**src/rtl/dram_cache_pkg.sv**
```systemverilog
// Shared DRAM-cache types: FSM states, tag word layout and the tag builder.
// Width macros fall back to the defaults below when the build does not set them.
`ifndef AXI_ADDR_WIDTH
`define AXI_ADDR_WIDTH 32
`endif
`ifndef AXI_DATA_WIDTH
`define AXI_DATA_WIDTH 32
`endif
`ifndef AXI_ID_WIDTH
`define AXI_ID_WIDTH 4
`endif
`ifndef TAG_WIDTH
`define TAG_WIDTH 16
`endif
`ifndef BLANK_WIDTH
`define BLANK_WIDTH 6
`endif
`ifndef INDEX_WIDTH
`define INDEX_WIDTH 10
`endif
`ifndef OFFSET_WIDTH
`define OFFSET_WIDTH 6
`endif
`ifndef TAG_SIZE
`define TAG_SIZE (2 + `TAG_WIDTH + `BLANK_WIDTH)
`endif

package dram_cache_pkg;

  localparam int ADDR_W   = `AXI_ADDR_WIDTH;
  localparam int TAG_W    = `TAG_WIDTH;
  localparam int BLANK_W  = `BLANK_WIDTH;
  localparam int INDEX_W  = `INDEX_WIDTH;
  localparam int OFFSET_W = `OFFSET_WIDTH;
  localparam int TAG_SZ   = `TAG_SIZE;

  localparam int VALID_POS = TAG_SZ - 1;
  localparam int DIRTY_POS = TAG_SZ - 2;
  localparam int TAG_POS   = BLANK_W;
  localparam int BLANK_POS = 0;

  typedef enum logic [1:0] {
    S_IDLE,
    S_ADDR,
    S_RESP
  } state_t;

  function automatic logic [TAG_SZ-1:0] mk_tag(
    input logic [ADDR_W-1:0] addr,
    input logic              dirty
  );
    logic [TAG_SZ-1:0] t;
    t = '0;
    t[VALID_POS] = 1'b1;
    t[DIRTY_POS] = dirty;
    t[TAG_POS +: TAG_W] = TAG_W'(addr >> (INDEX_W + OFFSET_W));
    return t;
  endfunction

endpackage

```
**src/rtl/fill_arbiter_rr_arb2.sv**
```systemverilog
// Two-way round-robin grant; last_grant advances only on an accepted request.
// Port 0 wins the first tie after reset.
module rr_arb2 (
  input  logic       clk,
  input  logic       rst_n,
  input  logic [1:0] req,
  input  logic       accept,
  output logic [1:0] gnt
);

  logic last_grant;

  always_comb begin
    gnt = 2'b00;
    unique case (1'b1)
      (req == 2'b11): gnt = last_grant ? 2'b01 : 2'b10;
      (req == 2'b01): gnt = 2'b01;
      (req == 2'b10): gnt = 2'b10;
      default:        gnt = 2'b00;
    endcase
  end

  always_ff @(posedge clk) begin
    if (!rst_n) begin
      last_grant <= 1'b1;
    end else if (accept) begin
      last_grant <= gnt[1];
    end
  end

endmodule

```
**src/rtl/fill_arbiter.sv**
```systemverilog
// Shares the DRAM-cache AXI write path between tag-compare fills and refills.
// Optional FILL_ARB_PERF_EN adds saturating accept/stall counters.
module fill_arbiter
  import dram_cache_pkg::*;
#(
  parameter int ADDR_WIDTH   = `AXI_ADDR_WIDTH,
  parameter int DATA_WIDTH   = `AXI_DATA_WIDTH,
  parameter int ID_WIDTH     = `AXI_ID_WIDTH,
  parameter int TAG_SIZE     = `TAG_SIZE,
  parameter int TAG_WIDTH    = `TAG_WIDTH,
  parameter int BLANK_WIDTH  = `BLANK_WIDTH,
  parameter int INDEX_WIDTH  = `INDEX_WIDTH,
  parameter int OFFSET_WIDTH = `OFFSET_WIDTH,
  parameter int FILL_AWID    = 0
) (
  input  logic                           clk,
  input  logic                           rst_n,
  input  logic                           fill_valid_i,
  output logic                           fill_ready_o,
  input  logic [ADDR_WIDTH+DATA_WIDTH-1:0] fill_data_i,
  input  logic                           refill_valid_i,
  output logic                           refill_ready_o,
  input  logic [ADDR_WIDTH+DATA_WIDTH-1:0] refill_data_i,
  output logic [ID_WIDTH-1:0]            awid_o,
  output logic [ADDR_WIDTH-1:0]          awaddr_o,
  output logic                           awvalid_o,
  input  logic                           awready_i,
  output logic [TAG_SIZE+DATA_WIDTH-1:0] wdata_o,
  output logic                           wlast_o,
  output logic                           wvalid_o,
  input  logic                           wready_i,
  input  logic [ID_WIDTH-1:0]            bid_i,
  input  logic [1:0]                     bresp_i,
  input  logic                           bvalid_i,
  output logic                           bready_o,
  output logic                           busy_o,
  output logic                           err_o
`ifdef FILL_ARB_PERF_EN
  ,
  output logic [31:0]                    fill_cnt_o,
  output logic [31:0]                    refill_cnt_o,
  output logic [31:0]                    stall_cnt_o
`endif
);

  localparam int IO_W = INDEX_WIDTH + OFFSET_WIDTH;

  state_t                  state;
  logic [1:0]              req;
  logic [1:0]              gnt;
  logic                    accept;
  logic                    aw_done;
  logic                    w_done;
  logic                    aw_hs;
  logic                    w_hs;
  logic [ADDR_WIDTH-1:0]   sel_addr;
  logic [DATA_WIDTH-1:0]   sel_data;
  logic                    unused_bid;

  assign unused_bid = ^bid_i;
  assign awid_o     = ID_WIDTH'(FILL_AWID);
  assign wlast_o    = 1'b1;

  assign req = {refill_valid_i, fill_valid_i};

  // Ready is withheld during reset so a requester never sees a false accept.
  assign fill_ready_o   = rst_n && (state == S_IDLE) && gnt[0];
  assign refill_ready_o = rst_n && (state == S_IDLE) && gnt[1];
  assign accept         = fill_ready_o || refill_ready_o;

  assign aw_hs = awvalid_o && awready_i;
  assign w_hs  = wvalid_o && wready_i;

  always_comb begin
    sel_addr = fill_data_i[ADDR_WIDTH+DATA_WIDTH-1 -: ADDR_WIDTH];
    sel_data = fill_data_i[DATA_WIDTH-1:0];
    if (gnt[1]) begin
      sel_addr = refill_data_i[ADDR_WIDTH+DATA_WIDTH-1 -: ADDR_WIDTH];
      sel_data = refill_data_i[DATA_WIDTH-1:0];
    end
  end

  rr_arb2 u_arb (
    .clk    (clk),
    .rst_n  (rst_n),
    .req    (req),
    .accept (accept),
    .gnt    (gnt)
  );

  always_ff @(posedge clk) begin
    if (!rst_n) begin
      state     <= S_IDLE;
      awaddr_o  <= '0;
      wdata_o   <= '0;
      awvalid_o <= 1'b0;
      wvalid_o  <= 1'b0;
      aw_done   <= 1'b0;
      w_done    <= 1'b0;
      bready_o  <= 1'b0;
      busy_o    <= 1'b0;
      err_o     <= 1'b0;
    end else begin
      unique case (state)
        S_IDLE: begin
          if (accept) begin
            awaddr_o  <= {{TAG_WIDTH{1'b0}}, sel_addr[IO_W-1:0]};
            wdata_o   <= {mk_tag(sel_addr, gnt[0]), sel_data};
            awvalid_o <= 1'b1;
            wvalid_o  <= 1'b1;
            aw_done   <= 1'b0;
            w_done    <= 1'b0;
            busy_o    <= 1'b1;
            state     <= S_ADDR;
          end
        end
        S_ADDR: begin
          if (aw_hs) begin
            awvalid_o <= 1'b0;
            aw_done   <= 1'b1;
          end
          if (w_hs) begin
            wvalid_o <= 1'b0;
            w_done   <= 1'b1;
          end
          if ((aw_done || aw_hs) && (w_done || w_hs)) begin
            bready_o <= 1'b1;
            state    <= S_RESP;
          end
        end
        S_RESP: begin
          if (bvalid_i) begin
            if (bresp_i != 2'b00) begin
              err_o <= 1'b1;
            end
            bready_o <= 1'b0;
            busy_o   <= 1'b0;
            state    <= S_IDLE;
          end
        end
        default: state <= S_IDLE;
      endcase
    end
  end

`ifdef FILL_ARB_PERF_EN
  logic stall;

  assign stall = (state == S_ADDR) &&
                 ((awvalid_o && !awready_i) || (wvalid_o && !wready_i));

  always_ff @(posedge clk) begin
    if (!rst_n) begin
      fill_cnt_o   <= '0;
      refill_cnt_o <= '0;
      stall_cnt_o  <= '0;
    end else begin
      if (fill_ready_o && fill_cnt_o != '1) begin
        fill_cnt_o <= fill_cnt_o + 32'd1;
      end
      if (refill_ready_o && refill_cnt_o != '1) begin
        refill_cnt_o <= refill_cnt_o + 32'd1;
      end
      if (stall && stall_cnt_o != '1) begin
        stall_cnt_o <= stall_cnt_o + 32'd1;
      end
    end
  end
`endif

endmodule

```
**config.mk**
```make
export PLATFORM = sky130hd
export DESIGN_NAME = fill_arbiter
export DESIGN_NICKNAME = d
export VERILOG_FILES = /design/src/rtl/dram_cache_pkg.sv /design/src/rtl/fill_arbiter_rr_arb2.sv /design/src/rtl/fill_arbiter.sv
export SDC_FILE = /design/constraint.sdc
export NUM_CORES = 1
export LEC_CHECK = 0
export ABC_AREA = 1
export CAP_MARGIN = 15
export CORE_AREA = 2 2 114 116
export CTS_BUF_LIST = sky130_fd_sc_hd__clkbuf_4 sky130_fd_sc_hd__clkbuf_8
export DETAILED_ROUTE_END_ITERATION = 10
export DIE_AREA = 0 0 116 118
export GPL_TIMING_DRIVEN = 0
export PLACE_DENSITY_LB_ADDON = 0.05
export SLEW_MARGIN = 20
export SYNTH_ARGS = -nofsm -noshare
export SYNTH_HDL_FRONTEND = slang
export SYNTH_HIERARCHICAL = 1
export SYNTH_SLANG_ARGS = --single-unit
```
**constraint.sdc**
```tcl
create_clock -name clk -period 1.73 [get_ports clk]
set_input_delay 0.346 -clock clk [delete_from_list [all_inputs] [get_ports clk]]
set_output_delay 0.346 -clock clk [all_outputs]
set_load 0.02 [all_outputs]
```
==> run_results.csv <==
group,metric,value,unit
cts,cts.path.max_buffers,2,
floorplan,start_util,34.2,%
detailed_routing,wl,13600,microns
floorplan,ios,241,
sta,worst_slack,-0.0329,ns
logic_synthesis,yosys-top-cells-area,"dfxtp_1 (36%), nand2_1 (13%), nor2_1 (12%), nand3b_1 (11%), o21ai_0 (7.7%)",
logic_synthesis,synth_warnings,6,
critical_path,r2r_end,"wdata_o[2]",
sta,fin_skew,0.00780,ns
logic_synthesis,yosys_register_bits,76,
sta,period_needed,1.76,ns
detailed_routing,route.vias.total,4770,
cts,hold_buffers,0,
min_path,hp-class,"in -> reg",
min_path,whs_path_depth,4,
critical_path,arrival,1.42,ns
detailed_routing,route.detailed.drc,0,
floorplan,rows,41,
cts,cts_made_buffers,9,
logic_synthesis,synth-adder-area-share,0,%
layout,area_growth,67.8,%
cts,cts_tree,"built",
sta,fmax,567,MHz
logic_synthesis,synthSimpleGateAreaFrac,37.9,%
layout,multi_input_area,2120,sq um
logic_synthesis,synthCells,654,
critical_path,r2r_cells,9,
sta,slew_violations,0,
logic_synthesis,yosysTopAreaCell,"dfxtp_1",
power_and_ir_drop,power_density,767,nW/um^2
logic_synthesis,synth_seq_area_share,35.9,%
logic_synthesis,synth.area.mux_share,0,%
critical_path,cp-end-kind,"output port",
sta,final-hold-violation-count,0,
detailed_routing,wl_per_cell,12.4,microns
grt,grt_max_degree,14,
placement,place.gp.congestion,0.810,
floorplan,core,12400,sq um
sta,rsz0062_at_grt,"true",
layout,instances_no_fill,1095,
detailed_routing,drtAntennaViolNets,0,
grt,grt_pass1_vias,4615,
layout,most-common-layout-cells,"clkdlybuf4s50_1 (201), nand2_1 (143), nor2_1 (134), dfxtp_1 (75), inv_1 (74)",
grt,track_usage,19.9,%
power_and_ir_drop,leakagePower,3.42,nW
grt,grt-ovfl-total,0,
job,drv_cap,0,
sta,post-route-period-util,102,%
status,status,"finished, violations left",
critical_path,path_class,"reg -> out",
detailed_routing,drt-pass1-iter-count,4,
sta,finalSetupTns,-0.0329,ns
layout,regArea,1520,sq um
placement,dp_hpwl,10200,microns
power_and_ir_drop,ir_worst_vdd,0.332,mV
cts,clock_latency,0.36,ns
critical_path,critPathMaxFanout,3,
logic_synthesis,synth_top_family_by_area,"simple AND/OR/NAND/NOR gates",
sta,setup_viol,1,
logic_synthesis,synth-xor-area-share,0,%
logic_synthesis,synth_compound_area_share,9.09,%
floorplan,die_area,13700,sq um
cts,clkTransAtPathRegs,0.09,ns
detailed_routing,viasPerCell,4.36,
sta,whs,0.411,ns
critical_path,crit_path_start_kind,"flip-flop",
logic_synthesis,ys_types,20,
detailed_routing,drtIter0Drc,251,
status,failed_checks,"negative setup slack",
layout,n_fill_cell,1221,
logic_synthesis,synth_top_area_share,35.9,%
critical_path,cp.required,1.38,ns
grt,antenna_found_initial,1,
floorplan,die_x,116,microns
min_path,worstHoldStart,"rst_n",
placement,dp_cells,1060,
cts,cts.sinks,76,
layout,layout_commonest_cell,"clkdlybuf4s50_1",
cts,htreeDepth,3,
cts,root_buffer,"clkbuf_8",
placement,io_buffers,209,
layout,drive_gt1_share,11.1,%
floorplan,fp.dieH,118,microns
logic_synthesis,syn_avg_cell_area,6.49,sq um
layout,nets,1058,
critical_path,reg2reg_slack,0.11,ns
critical_path,r2r-start,"u_arb/last_grant",
logic_synthesis,synth.cell_area,4240,sq um
min_path,min_to,"u_arb/last_grant",
grt,grt_first_pass_wirelength,21700,microns
==> power by group <==
part / total, mW / leakage, nW / internal (mW) / switching (mW)
clock network: 1.56 / 0.105 / 0.849 / 0.710
registers: 2.02 / 0.627 / 1.93 / 0.0870
logic: 1.88 / 2.69 / 0.967 / 0.914
total: 5.46 / 3.42 / 3.75 / 1.71
==> worst max path at each step <==
stage,depth (start not counted),slack [ns],end,startpoint
after floorplan,6,0.15,refill_ready_o,fill_valid_i
after global placement,8,-1.05,refill_ready_o,fill_valid_i
after detailed placement,8,-1.09,refill_ready_o,fill_valid_i
after CTS,7,-0.05,refill_ready_o,u_arb/last_grant
after global routing,7,-0.07,refill_ready_o,u_arb/last_grant
final,7,-0.03,refill_ready_o,u_arb/last_grant
==> per-stage QoR <==
step	setup slack (ns)	total power, mW	util, %	cell area [sq um]
2_1_floorplan	0.150	3.01	-	4340
3_3_place_gp	-1.05	3.83	53.5	6640
3_5_place_dp	-1.09	3.85	53.5	6640
4_1_cts	-0.0498	5.47	56.6	7030
5_1_grt	-0.0733	5.75	57.3	7120
6_report	-0.0329	5.46	57.3	7120
==> layout make-up <==
| cell class | count | area share, % |
|---|---|---|
| diodes | 1 | 0.0352 |
| plain buffers | 69 | 6.89 |
| clock buffers | 10 | 1.93 |
| clock inverters | 6 | 1.23 |
| inverters | 77 | 4.10 |
| multi-input cells | 456 | 29.8 |
| flip-flops and latches | 76 | 21.4 |
| well taps | 172 | 3.02 |
| repair buffers | 228 | 31.6 |
==> synthesized netlist by cell type (all sizes together) <==
cell,n
inv,77
clkbuf,19
o211ai,1
and2,1
buf,51
nor2,135
nand3b,64
dfxtp,76
a21oi,8
o21ai,65
conb,2
nand2,144
a21boi,1
nand3,10
==> critical path, stage by stage (launching register included) <==
cell and delay [ns]:
dfxtp_2 0.36, nand2_2 0.06, and2_4 0.17, buf_12 0.12, nand3_4 0.07, clkbuf_16 0.14, inv_4 0.02, buf_6 0.11
==> metal layers <==
layer	global-route usage [%]	vias up	wire length [microns]
met5	0	-	0
met4	7.74	0	166
met3	5.20	14	1150
met2	34.6	154	6630
met1	22.9	2126	5650
li1	-	2476	-
==> cells by family (layout without fill, tap and decap cells) <==
family	after synthesis	after routing
AND/OR/NAND/NOR	354	354
AO/OA/AOI/OAI	75	75
flip-flops	76	76
buffers and inverters	147	390
other	2	28
==> sequential cells by signal, indices dropped and copies added, names as in the netlist <==
signal and count:
wvalid_o 1, w_done 1, busy_o 1, u_arb/last_grant 1
awvalid_o 1, bready_o 1, aw_done 1, err_o 1
state 2, wdata_o 50, awaddr_o 16
==> timing repair <==
item,4_1_cts,5_1_grt
endpoints found under the setup margin,68,64
hold endpoints to repair,0,0
buffers inserted,12,7
pin swaps,6,7
resized for setup,38,18
Note: power is estimated with default switching activity, not from simulation.
